<file path="src/rtl/ad_input_ctrl_if.sv">
// Player-input bus for ad_input_ctrl: PS/2 key event word, joystick word and the
// active-low button bus presented to the game core.
interface ad_input_ctrl_if;
  logic [10:0] ps2_key;
  logic [15:0] joy;
  logic [7:0]  button_n;

  modport master (output ps2_key, output joy, input button_n);
  modport slave  (input ps2_key, input joy, output button_n);
endinterface

</file>
<file path="src/rtl/ad_input_ctrl.sv">
// Asteroids Deluxe player-input front end. Decodes toggle-framed PS/2 key events
// into per-key latches, ORs them with the registered joystick, cancels opposing
// rotation and stretches coin presses to a minimum width.
// Optional feature: define AD_AUTOFIRE_EN to make held fire pulse with a half-period
// of AUTOFIRE_PERIOD cycles.
module ad_input_ctrl #(
  parameter int unsigned COIN_HOLD_CYCLES = 2500000,
  parameter int unsigned AUTOFIRE_PERIOD  = 1250000
) (
  input  logic           clk_25,
  input  logic           RESET_L,
  ad_input_ctrl_if.slave bus
);

  localparam logic [21:0] CoinLoad = 22'(COIN_HOLD_CYCLES - 1);

  // Key latch indices
  localparam logic [4:0] KeyM     = 5'd0;
  localparam logic [4:0] KeyF1    = 5'd1;
  localparam logic [4:0] KeyF2    = 5'd2;
  localparam logic [4:0] KeyA     = 5'd3;
  localparam logic [4:0] KeyD     = 5'd4;
  localparam logic [4:0] KeyF3    = 5'd5;
  localparam logic [4:0] KeyL     = 5'd6;
  localparam logic [4:0] KeyK     = 5'd7;
  localparam logic [4:0] KeySpace = 5'd8;
  localparam logic [4:0] Key1     = 5'd9;
  localparam logic [4:0] Key2     = 5'd10;
  localparam logic [4:0] Key5     = 5'd11;
  localparam logic [4:0] Key6     = 5'd12;
  localparam logic [4:0] KeyLeft  = 5'd13;
  localparam logic [4:0] KeyRight = 5'd14;
  localparam logic [4:0] KeyCtrl  = 5'd15;
  localparam logic [4:0] KeyAlt   = 5'd16;

  typedef enum logic [1:0] {StIdle, StHold, StWaitRel} coin_state_e;

  logic        tog_q, armed_q;
  logic [16:0] key_q, key_d;
  logic [8:0]  joy_q;
  logic        ps2_event;
  logic        key_hit;
  logic [4:0]  key_idx;

  logic fire_f, thrust_f, shield_f, left_raw, right_raw, left_f, right_f;
  logic start1_f, start2_f, coin_src, coin_rise, fire_out;

  coin_state_e coin_state_q;
  logic [21:0] coin_cnt_q;
  logic        coin_src_q, coin_q;
  logic [4:0]  hi_n_q;
  logic [1:0]  lo_n_q;

  logic unused_joy;
  assign unused_joy = ^{bus.joy[15:9], bus.joy[3:2]};

  assign ps2_event = armed_q & (bus.ps2_key[10] ^ tog_q);

  // Scancode decode and latch next-state; arrows, ctrl and alt ignore the extended flag
  always_comb begin
    key_hit = 1'b0;
    key_idx = KeyM;
    case (bus.ps2_key[7:0])
      8'h3A: begin key_hit = ~bus.ps2_key[8]; key_idx = KeyM;     end
      8'h05: begin key_hit = ~bus.ps2_key[8]; key_idx = KeyF1;    end
      8'h06: begin key_hit = ~bus.ps2_key[8]; key_idx = KeyF2;    end
      8'h1C: begin key_hit = ~bus.ps2_key[8]; key_idx = KeyA;     end
      8'h23: begin key_hit = ~bus.ps2_key[8]; key_idx = KeyD;     end
      8'h04: begin key_hit = ~bus.ps2_key[8]; key_idx = KeyF3;    end
      8'h4B: begin key_hit = ~bus.ps2_key[8]; key_idx = KeyL;     end
      8'h42: begin key_hit = ~bus.ps2_key[8]; key_idx = KeyK;     end
      8'h29: begin key_hit = ~bus.ps2_key[8]; key_idx = KeySpace; end
      8'h16: begin key_hit = ~bus.ps2_key[8]; key_idx = Key1;     end
      8'h1E: begin key_hit = ~bus.ps2_key[8]; key_idx = Key2;     end
      8'h2E: begin key_hit = ~bus.ps2_key[8]; key_idx = Key5;     end
      8'h36: begin key_hit = ~bus.ps2_key[8]; key_idx = Key6;     end
      8'h6B: begin key_hit = 1'b1;            key_idx = KeyLeft;  end
      8'h74: begin key_hit = 1'b1;            key_idx = KeyRight; end
      8'h14: begin key_hit = 1'b1;            key_idx = KeyCtrl;  end
      8'h11: begin key_hit = 1'b1;            key_idx = KeyAlt;   end
      default: ;
    endcase
    key_d = key_q;
    if (ps2_event && key_hit) key_d[key_idx] = bus.ps2_key[9];
  end

  // Input stage: toggle history, arm flag, key latches, joystick register
  always_ff @(posedge clk_25 or negedge RESET_L) begin
    if (!RESET_L) begin
      tog_q   <= 1'b0;
      armed_q <= 1'b0;
      key_q   <= '0;
      joy_q   <= '0;
    end else begin
      tog_q   <= bus.ps2_key[10];
      armed_q <= 1'b1;
      key_q   <= key_d;
      joy_q   <= bus.joy[8:0];
    end
  end

  assign fire_f    = key_q[KeyM]  | key_q[KeyCtrl]  | joy_q[4];
  assign thrust_f  = key_q[KeyL]  | key_q[KeyAlt]   | joy_q[5];
  assign shield_f  = key_q[KeyK]  | key_q[KeySpace] | joy_q[6];
  assign left_raw  = key_q[KeyA]  | key_q[KeyLeft]  | joy_q[1];
  assign right_raw = key_q[KeyD]  | key_q[KeyRight] | joy_q[0];
  assign start1_f  = key_q[KeyF1] | key_q[Key1]     | joy_q[7];
  assign start2_f  = key_q[KeyF2] | key_q[Key2];
  assign coin_src  = key_q[KeyF3] | key_q[Key5] | key_q[Key6] | joy_q[8];
  assign coin_rise = coin_src & ~coin_src_q;

  // Both directions at once means neither
  assign left_f  = left_raw & ~right_raw;
  assign right_f = right_raw & ~left_raw;

  // Coin stretcher FSM; coin_q is its registered output bit
  always_ff @(posedge clk_25 or negedge RESET_L) begin
    if (!RESET_L) begin
      coin_state_q <= StIdle;
      coin_cnt_q   <= '0;
      coin_src_q   <= 1'b0;
      coin_q       <= 1'b0;
    end else begin
      coin_src_q <= coin_src;
      unique case (coin_state_q)
        StIdle: begin
          if (coin_rise) begin
            coin_cnt_q   <= CoinLoad;
            coin_state_q <= StHold;
            coin_q       <= 1'b1;
          end
        end
        StHold: begin
          if (coin_cnt_q == '0) begin
            coin_state_q <= coin_src ? StWaitRel : StIdle;
            coin_q       <= coin_src;
          end else begin
            coin_cnt_q <= coin_cnt_q - 22'd1;
          end
        end
        StWaitRel: begin
          if (!coin_src) begin
            coin_state_q <= StIdle;
            coin_q       <= 1'b0;
          end
        end
        default: begin
          coin_state_q <= StIdle;
          coin_q       <= 1'b0;
        end
      endcase
    end
  end

`ifdef AD_AUTOFIRE_EN
  localparam logic [21:0] AfLast = 22'(AUTOFIRE_PERIOD - 1);

  logic [21:0] af_cnt_q;
  logic        af_off_q;

  // Autofire phase: on for AUTOFIRE_PERIOD cycles, off for the same, restart on release
  always_ff @(posedge clk_25 or negedge RESET_L) begin
    if (!RESET_L) begin
      af_cnt_q <= '0;
      af_off_q <= 1'b0;
    end else if (!fire_f) begin
      af_cnt_q <= '0;
      af_off_q <= 1'b0;
    end else if (af_cnt_q == AfLast) begin
      af_cnt_q <= '0;
      af_off_q <= ~af_off_q;
    end else begin
      af_cnt_q <= af_cnt_q + 22'd1;
    end
  end

  assign fire_out = fire_f & ~af_off_q;
`else
  localparam int unsigned UnusedAfPeriod = AUTOFIRE_PERIOD;
  assign fire_out = fire_f;
`endif

  // Output register, active-low
  always_ff @(posedge clk_25 or negedge RESET_L) begin
    if (!RESET_L) begin
      hi_n_q <= '1;
      lo_n_q <= '1;
    end else begin
      hi_n_q <= ~{right_f, left_f, start1_f, start2_f, fire_out};
      lo_n_q <= ~{thrust_f, shield_f};
    end
  end

  assign bus.button_n = {hi_n_q, ~coin_q, lo_n_q};

endmodule

</file>
<file path="src/flat_wrapper.sv">
// flat-port wrapper written by rule: the top's interface ports become plain ports
module ad_input_ctrl_flat 
#(
  parameter int unsigned COIN_HOLD_CYCLES = 2500000,
  parameter int unsigned AUTOFIRE_PERIOD  = 1250000
)
  (clk_25, RESET_L, bus_ps2_key, bus_joy, bus_button_n);
  ad_input_ctrl_if bus_i ();
  input  logic clk_25;
  input  logic RESET_L;
  input wire logic [$bits(bus_i.ps2_key)-1:0] bus_ps2_key;
  input wire logic [$bits(bus_i.joy)-1:0] bus_joy;
  output wire logic [$bits(bus_i.button_n)-1:0] bus_button_n;
  assign bus_i.ps2_key = bus_ps2_key;
  assign bus_i.joy = bus_joy;
  assign bus_button_n = bus_i.button_n;
  ad_input_ctrl #(.COIN_HOLD_CYCLES(COIN_HOLD_CYCLES), .AUTOFIRE_PERIOD(AUTOFIRE_PERIOD)) u_core (.clk_25(clk_25), .RESET_L(RESET_L), .bus(bus_i));
endmodule
</file>
<file path="config.mk">
export PLATFORM = sky130hd
export DESIGN_NAME = ad_input_ctrl_flat
export DESIGN_NICKNAME = d
export VERILOG_FILES = /design/src/rtl/ad_input_ctrl_if.sv /design/src/rtl/ad_input_ctrl.sv /design/src/flat_wrapper.sv
export SDC_FILE = /design/constraint.sdc
export NUM_CORES = 1
export LEC_CHECK = 0
export ABC_AREA = 1
export BUFFER_PORTS_ARGS = -buffer_cell sky130_fd_sc_hd__buf_2
export CAP_MARGIN = 5
export CORE_UTILIZATION = 58
export CTS_CLUSTER_DIAMETER = 50
export DETAILED_ROUTE_END_ITERATION = 8
export HOLD_SLACK_MARGIN = 0.1
export PLACE_DENSITY = 0.83
export SYNTH_ARGS = -nofsm -noshare
export SYNTH_HDL_FRONTEND = slang
export SYNTH_SLANG_ARGS = --single-unit
</file>
<file path="constraint.sdc">
create_clock -name clk_25 -period 1.65 [get_ports clk_25]
set_input_delay 0 -clock clk_25 [delete_from_list [all_inputs] [get_ports clk_25]]
set_output_delay 0 -clock clk_25 [all_outputs]
set_load 0.02 [all_outputs]
</file>
==> results.yml, run 1 <==
worst_setup_path:
  cp-start-kind: "flip-flop"
  r2r_slack_ns: 0.008
  cp-startpoint: "u_core.coin_cnt_q[14]"
  required_ns: 1.88
  reg2reg_from: "u_core.coin_cnt_q[14]"
  crit_type: "reg2reg"
  cp.arrival_ns: 1.87
  cp_max_fo: 5
  end_kind: "flip-flop"
yosys:
  synth.distinct_cells: 34
  synth_flop_cell: "dfrtp_1"
  netlist_instances: 413
  synth_top_cells_by_area: "dfrtp_1 (41%), nand2_1 (13%), nor2_1 (6.8%)"
  synth_edf_count: 0
  synthesis.nets: 444
  syn-cell-area_um2: 3198
  avgSynthCellArea_um2: 7.744
  yosys_register_bits: 59
  synth_warnings: 0
  yosysTopAreaCellShare_pct: 40.69
  yosysTopAreaCell: "dfrtp_1"
  async_reset_ff_share_pct: 100.0
  ys_seq_area_share_pct: 46.44
sta:
  skew_ns: 0.01062
  timing.hold.ws_ns: 0.1320
  setup_viol_count_final: 0
  hold_viol_final: 0
  drv_slew: 0
  timing.final.crit_period_ns: 1.642
  period_share_pct: 99.51
  fmax_ghz: 0.6090
  rsz0062_at_grt: "true"
hold_path:
  hold_class: "in2async"
final_layout:
  layout-drive-gt1-share_pct: 27.54
  synthToLayoutAreaGrowth_pct: 25.51
  nNetsFinal: 509
  multi_input_area_um2: 1553
  n_fill_cell: 335
  antennaDiodeCount: 0
  seqCellArea_um2: 1485
die:
  rows: 26
  fp.dieW_um: 76.26
  start_util_pct: 61.44
  top_level_ports: 37
  core_um2: 5205
  die_height_um: 76.26
  die_area_um2: 5815
pwr:
  p_sw_share_pct: 33.91
  p_switching_mw: 1.603
  finalPower_mw: 4.728
  internal-power_mw: 3.125
  comb_power_share_pct: 30.9
  p_clk_share_pct: 32.0
  pwr_density_cell_nw_per_um2: 1178
  p_seq_share_pct: 37.1
  irDropWorstVdd_mv: 1.049
  p_leak_nw: 2.011
cts:
  clock-sinks: 59
  cts_buffer_depth: 2
  clk_pin_slew_ns: 0.07
  insertion_delay_ns: 0.35
  cts_buffers: 9
  htree_levels: 3
  clockRootBuffer: "clkbuf_8"
  cts_tree: "done"
place:
  hpwl_um: 4728
  globalplace.congestion: 0.9341
  io_buffers: 27
detailed_routing:
  drt_first_pass_iters: 6
  wl_per_cell_um: 13.77
  drt-vias-per-instance: 5.590
  wl_um: 7614
  drtAntennaViolNets: 0
  drt_iter0_drc: 275
  vias: 3091
  drc: 0
global_routing:
  grt_max_degree: 41
  grt_pass1_vias: 2754
  grt_pass1_wl_um: 12140
  antenna_found_initial: 0
  gr-total-overflow: 0
  grt_usage_pct: 26.44
outcome:
  status: "finished, final reports clean"
job:
  max_cap_viol_count: 0
==> critical path, stage by stage, from the launching register on <==
cell	delay, ns
dfrtp_1	0.42
nor2_1	0.14
nand2_2	0.09
nor2_2	0.15
nand3_2	0.12
nand2_4	0.13
nand2_4	0.10
nand2_1	0.16
o21ai_0	0.11
nand2_1	0.07
nor2_1	0.04
==> synthesized netlist by cell type (2+ instances only) <==
| master | n |
|---|---|
| a21oi_1 | 10 |
| buf_2 | 2 |
| buf_4 | 2 |
| buf_6 | 2 |
| clkbuf_1 | 4 |
| dfrtp_1 | 52 |
| dfstp_2 | 7 |
| ha_1 | 2 |
| inv_1 | 44 |
| inv_2 | 6 |
| nand2_1 | 107 |
| nand2_2 | 7 |
| nand2_4 | 2 |
| nand3_1 | 24 |
| nand3_2 | 10 |
| nand4_1 | 22 |
| nor2_1 | 58 |
| nor2_2 | 2 |
| nor3_1 | 8 |
| o21ai_0 | 12 |
| o21ai_1 | 5 |
| o31ai_1 | 6 |
| xor2_1 | 8 |
==> timing repair <==
action	4_1_cts	5_1_grt
resized for setup	0	33
hold endpoints to repair	82	0
hold buffers	10	0
buffers inserted	0	9
endpoints found under the setup margin	0	24
==> state kept, by name, indices dropped and copies added (netlist names) <==
| signal | flops |
|---|---|
| u_core.coin_cnt_q | 22 |
| u_core.key_q | 17 |
| u_core.joy_q | 7 |
| u_core.hi_n_q | 5 |
| u_core.coin_state_q | 2 |
| u_core.lo_n_q | 2 |
| u_core.armed_q | 1 |
| u_core.coin_q | 1 |
| u_core.coin_src_q | 1 |
| u_core.tog_q | 1 |
==> through the flow <==
stage / cell area, um2 / utilization (%) / cells / setup TNS, ns / worst slack, ns
5_1_grt: 4014 / 77.12 / 553 / -0.7385 / -0.1018
3_3_place_gp: 3527 / 67.76 / 517 / 0 / 0.08977
3_5_place_dp: 3527 / 67.76 / 517 / 0 / 0.02270
6_report: 4014 / 77.12 / 553 / 0 / 0.008085
4_1_cts: 3855 / 74.06 / 543 / 0 / 0.004998
2_1_floorplan: 3198 / - / 413 / 0 / 0.1299
==> layer usage <==
layer	part of all wire (%)	routed length (um)	global-route usage, %
met4	3.5	268	9.423
met2	47	3546	42.43
met3	7.4	567	6.826
met5	0	0	0
met1	42	3232	34.71
==> layout make-up <==
class	count	share of cell area (%)
Tap cell	70	2.182
Sequential cell	59	37.00
Inverter	50	4.801
Clock buffer	12	3.865
Clock inverter	4	1.808
Multi-Input combinational cell	295	38.68
Timing Repair Buffer	63	11.66
==> path summary, 6_finish.rpt <==
path | cells past startpoint | to
max reg2reg | 10 | u_core.coin_cnt_q[11]
min in group clk_25 | 5 | u_core.key_q[13]
min reg2reg | 1 | u_core.lo_n_q[1]
max | 10 | u_core.coin_cnt_q[11]
min | 2 | u_core.key_q[8]
max in group asynchronous | 3 | u_core.hi_n_q[2]
==> layout by cell type, fill, tap and decap left out, types with 2 or more instances in the layout <==
cell type	netlist	layout
nand3_1	24	20
buf_2	2	27
nor2_2	2	13
nand4_1	22	22
nand2_2	7	10
inv_1	44	40
nor3_2	0	2
buf_4	2	23
dlygate4sd3_1	0	10
o21ai_1	5	8
dfrtp_1	52	52
nand2_1	107	103
nor3_1	8	6
dfstp_2	7	7
buf_12	0	3
nor2_1	58	47
inv_2	6	9
nand3_2	10	14
xor2_1	8	8
a21oi_1	10	9
bufinv_16	0	2
o21ai_0	12	9
clkbuf_8	0	11
nand2_4	2	4
o31ai_1	6	6
==> cell families (layout without fill, tap and decap cells) <==
logic type      count (synthesis)  after routing  synth area share (%)
compound gates                 38             38                 7.160
xor+xnor                        9              9                 2.465
fa+ha+maj                       2              2                0.7823
buf+inv                        60            129                 7.824
flops                          59             59                 46.44
other cells                     1              1                0.1173
simple gates                  244            245                 35.21
==> power by group through the flow <==
| stage | Combinational, mW | Sequential [mW] | Clock, mW |
|---|---|---|---|
| after global placement | 1.12 | 1.75 | 0 |
| after global routing | 1.60 | 1.77 | 1.59 |
| after detailed placement | 1.18 | 1.75 | 0 |
| final | 1.46 | 1.75 | 1.51 |
| after floorplan | 0.736 | 1.74 | 0 |
| after CTS | 1.19 | 1.73 | 1.52 |
(Power assumes the default switching activity.)
==> inputs of run 2 (changes only) <==
- PLACE_DENSITY: 0.83 -> 0.79
- SETUP_SLACK_MARGIN: not set -> 0.1
==> results.yml, run 2 (synthesis gave the netlist of run 1 again) <==
sta:
  skew_ns: 0.01068
  fmax_ghz: 0.5700
  setup_viol_count_final: 8
  timing.final.crit_period_ns: 1.754
  period_share_pct: 106.3
  fin_ws_ns: -0.1042
  timing.hold.ws_ns: 0.1531
  setup_tns_ns: -0.2751
  hold_viol_final: 0
  drv_slew: 0
  rsz0062_at_grt: "true"
die:
  die_height_um: 76.26
  fp.dieW_um: 76.26
  die_area_um2: 5815
  core_um2: 5205
  top_level_ports: 37
  rows: 26
  start_util_pct: 61.44
cts:
  htree_levels: 3
  insertion_delay_ns: 0.35
  clockRootBuffer: "clkbuf_8"
  cts_tree: "done"
  clk_pin_slew_ns: 0.08
  clock-sinks: 59
  cts_buffer_depth: 2
  cts_buffers: 9
final_layout:
  antennaDiodeCount: 0
  layout-drive-gt1-share_pct: 33.27
  fin_cells: 566
  largest_registers: "u_core.coin_cnt_q (22), u_core.key_q (17), u_core.joy_q (7)"
  synthToLayoutAreaGrowth_pct: 31.93
  top_register: "u_core.coin_cnt_q"
  n_fill_cell: 304
  layout_commonest_cell: "nand2_1"
  mostFrequentLayoutCells: "nand2_1 (96), dfrtp_1 (51), inv_1 (41)"
  nNetsFinal: 522
  largest_reg_flops: 22
global_routing:
  grt_max_degree: 60
  grt_pass1_wl_um: 12530
  gr-total-overflow: 0
  grt_pass1_vias: 2908
  antenna_found_initial: 0
  grt_usage_pct: 27.67
worst_setup_path:
  required_ns: 1.88
  cp_max_fo: 4
  r2r_slack_ns: -0.10
  cp.arrival_ns: 1.99
  crit_slowest_cell: "dfrtp_1"
  cp-start-kind: "flip-flop"
  crit_type: "reg2reg"
  end_kind: "flip-flop"
  cp_cell_sequence: "nor2_1, nand2_1, nor2_2, nand4_1, xor2_1, o21ai_0, o21ai_1"
  critPathMaxStageDelay_ns: 0.44
place:
  hpwl_um: 4856
  dp_slack_ns: -0.03518
  io_buffers: 27
  globalplace.congestion: 0.8759
  dp_cells: 519
job:
  max_cap_viol_count: 0
detailed_routing:
  wl_um: 8891
  wl_per_cell_um: 15.71
  drt-vias-per-instance: 5.698
  drtAntennaViolNets: 0
  drc: 0
  drt_first_pass_iters: 6
  drt_iter0_drc: 362
  vias: 3225
pwr:
  p_leak_nw: 2.089
  pwr_density_cell_nw_per_um2: 1159
  irDropWorstVdd_mv: 1.098
hold_path:
  hold_class: "in2reg"
outcome:
  status: "complete, but fails checks"
  violations: "setup timing"
run 2: cell types whose count changed in the layout (fill, tap and decap cells not counted), sizes merged:
cell,previous run,this run
clkinvlp,1,2
clkinv,1,4
buf,53,66
bufinv,2,1
clkbuf,12,9
run 2: worst paths after layout:
check | start | endpoint | depth (start not counted)
min in group asynchronous | RESET_L | u_core.coin_cnt_q[13] | 3
setup reg to reg | u_core.coin_cnt_q[4] | u_core.coin_cnt_q[21] | 7
setup / recovery | u_core.coin_cnt_q[4] | u_core.coin_cnt_q[21] | 7
hold reg to reg | u_core.joy_q[6] | u_core.lo_n_q[0] | 1
hold / removal | bus_ps2_key[5] | u_core.key_q[13] | 5
max in group asynchronous | RESET_L | u_core.hi_n_q[2] | 3
run 2: power breakdown:
| part | switching, mW | internal [mW] | total [mW] | leakage [nW] |
|---|---|---|---|---|
| Sequential | 0.146 | 1.62 | 1.77 | 0.722 |
| Clock | 0.601 | 0.690 | 1.29 | 0.0950 |
| Combinational | 1.12 | 0.712 | 1.83 | 1.27 |
run 2: layout make-up:
type / instances / area (um2) / area share (%)
multi-input combinational: 295 / 1684 / 39.92
sequential: 59 / 1486 / 35.23
timing repair buffer: 76 / 575.6 / 13.64
inverter: 50 / 192.7 / 4.567
clock buffer: 9 / 123.9 / 2.936
tap: 70 / 87.58 / 2.076
clock inverter: 7 / 68.82 / 1.631
run 2: repair_timing:
action                                  CTS  global route
endpoints found under the setup margin   20            24
gates resized for setup                  15            56
buffers inserted                         12            12
hold endpoints to repair                 84             0
gates cloned                              1             0
pin swaps                                11            28
hold buffers                             10             0
run 2: stage by stage:
stage | cell area [um2] | utilization [%] | power (mW)
2_1_floorplan | 3198 | - | 2.479
3_3_place_gp | 3530 | 67.81 | 2.831
3_5_place_dp | 3530 | 67.81 | 2.894
4_1_cts | 3940 | 75.70 | 4.373
5_1_grt | 4219 | 81.06 | 5.087
6_report | 4219 | 81.06 | 4.891
run 2: layer usage:
metal  vias up  global-route usage (%)  share of wire, %  wire [um]
met5         -                       0                 0          0
met2       172                   46.31                49       4351
li1       1487                       -                 -          -
met3        46                   6.946               6.8        603
met4         0                   12.31               4.2        371
met1      1520                   33.76                40       3564
run 2: worst max-delay path, delay by kind of cell (launching register included):
kind	cells	cell delay (ns)
AO/OA/AOI/OAI	2	0.25
XOR/XNOR	1	0.19
flip-flops	1	0.44
AND/OR/NAND/NOR	4	0.77
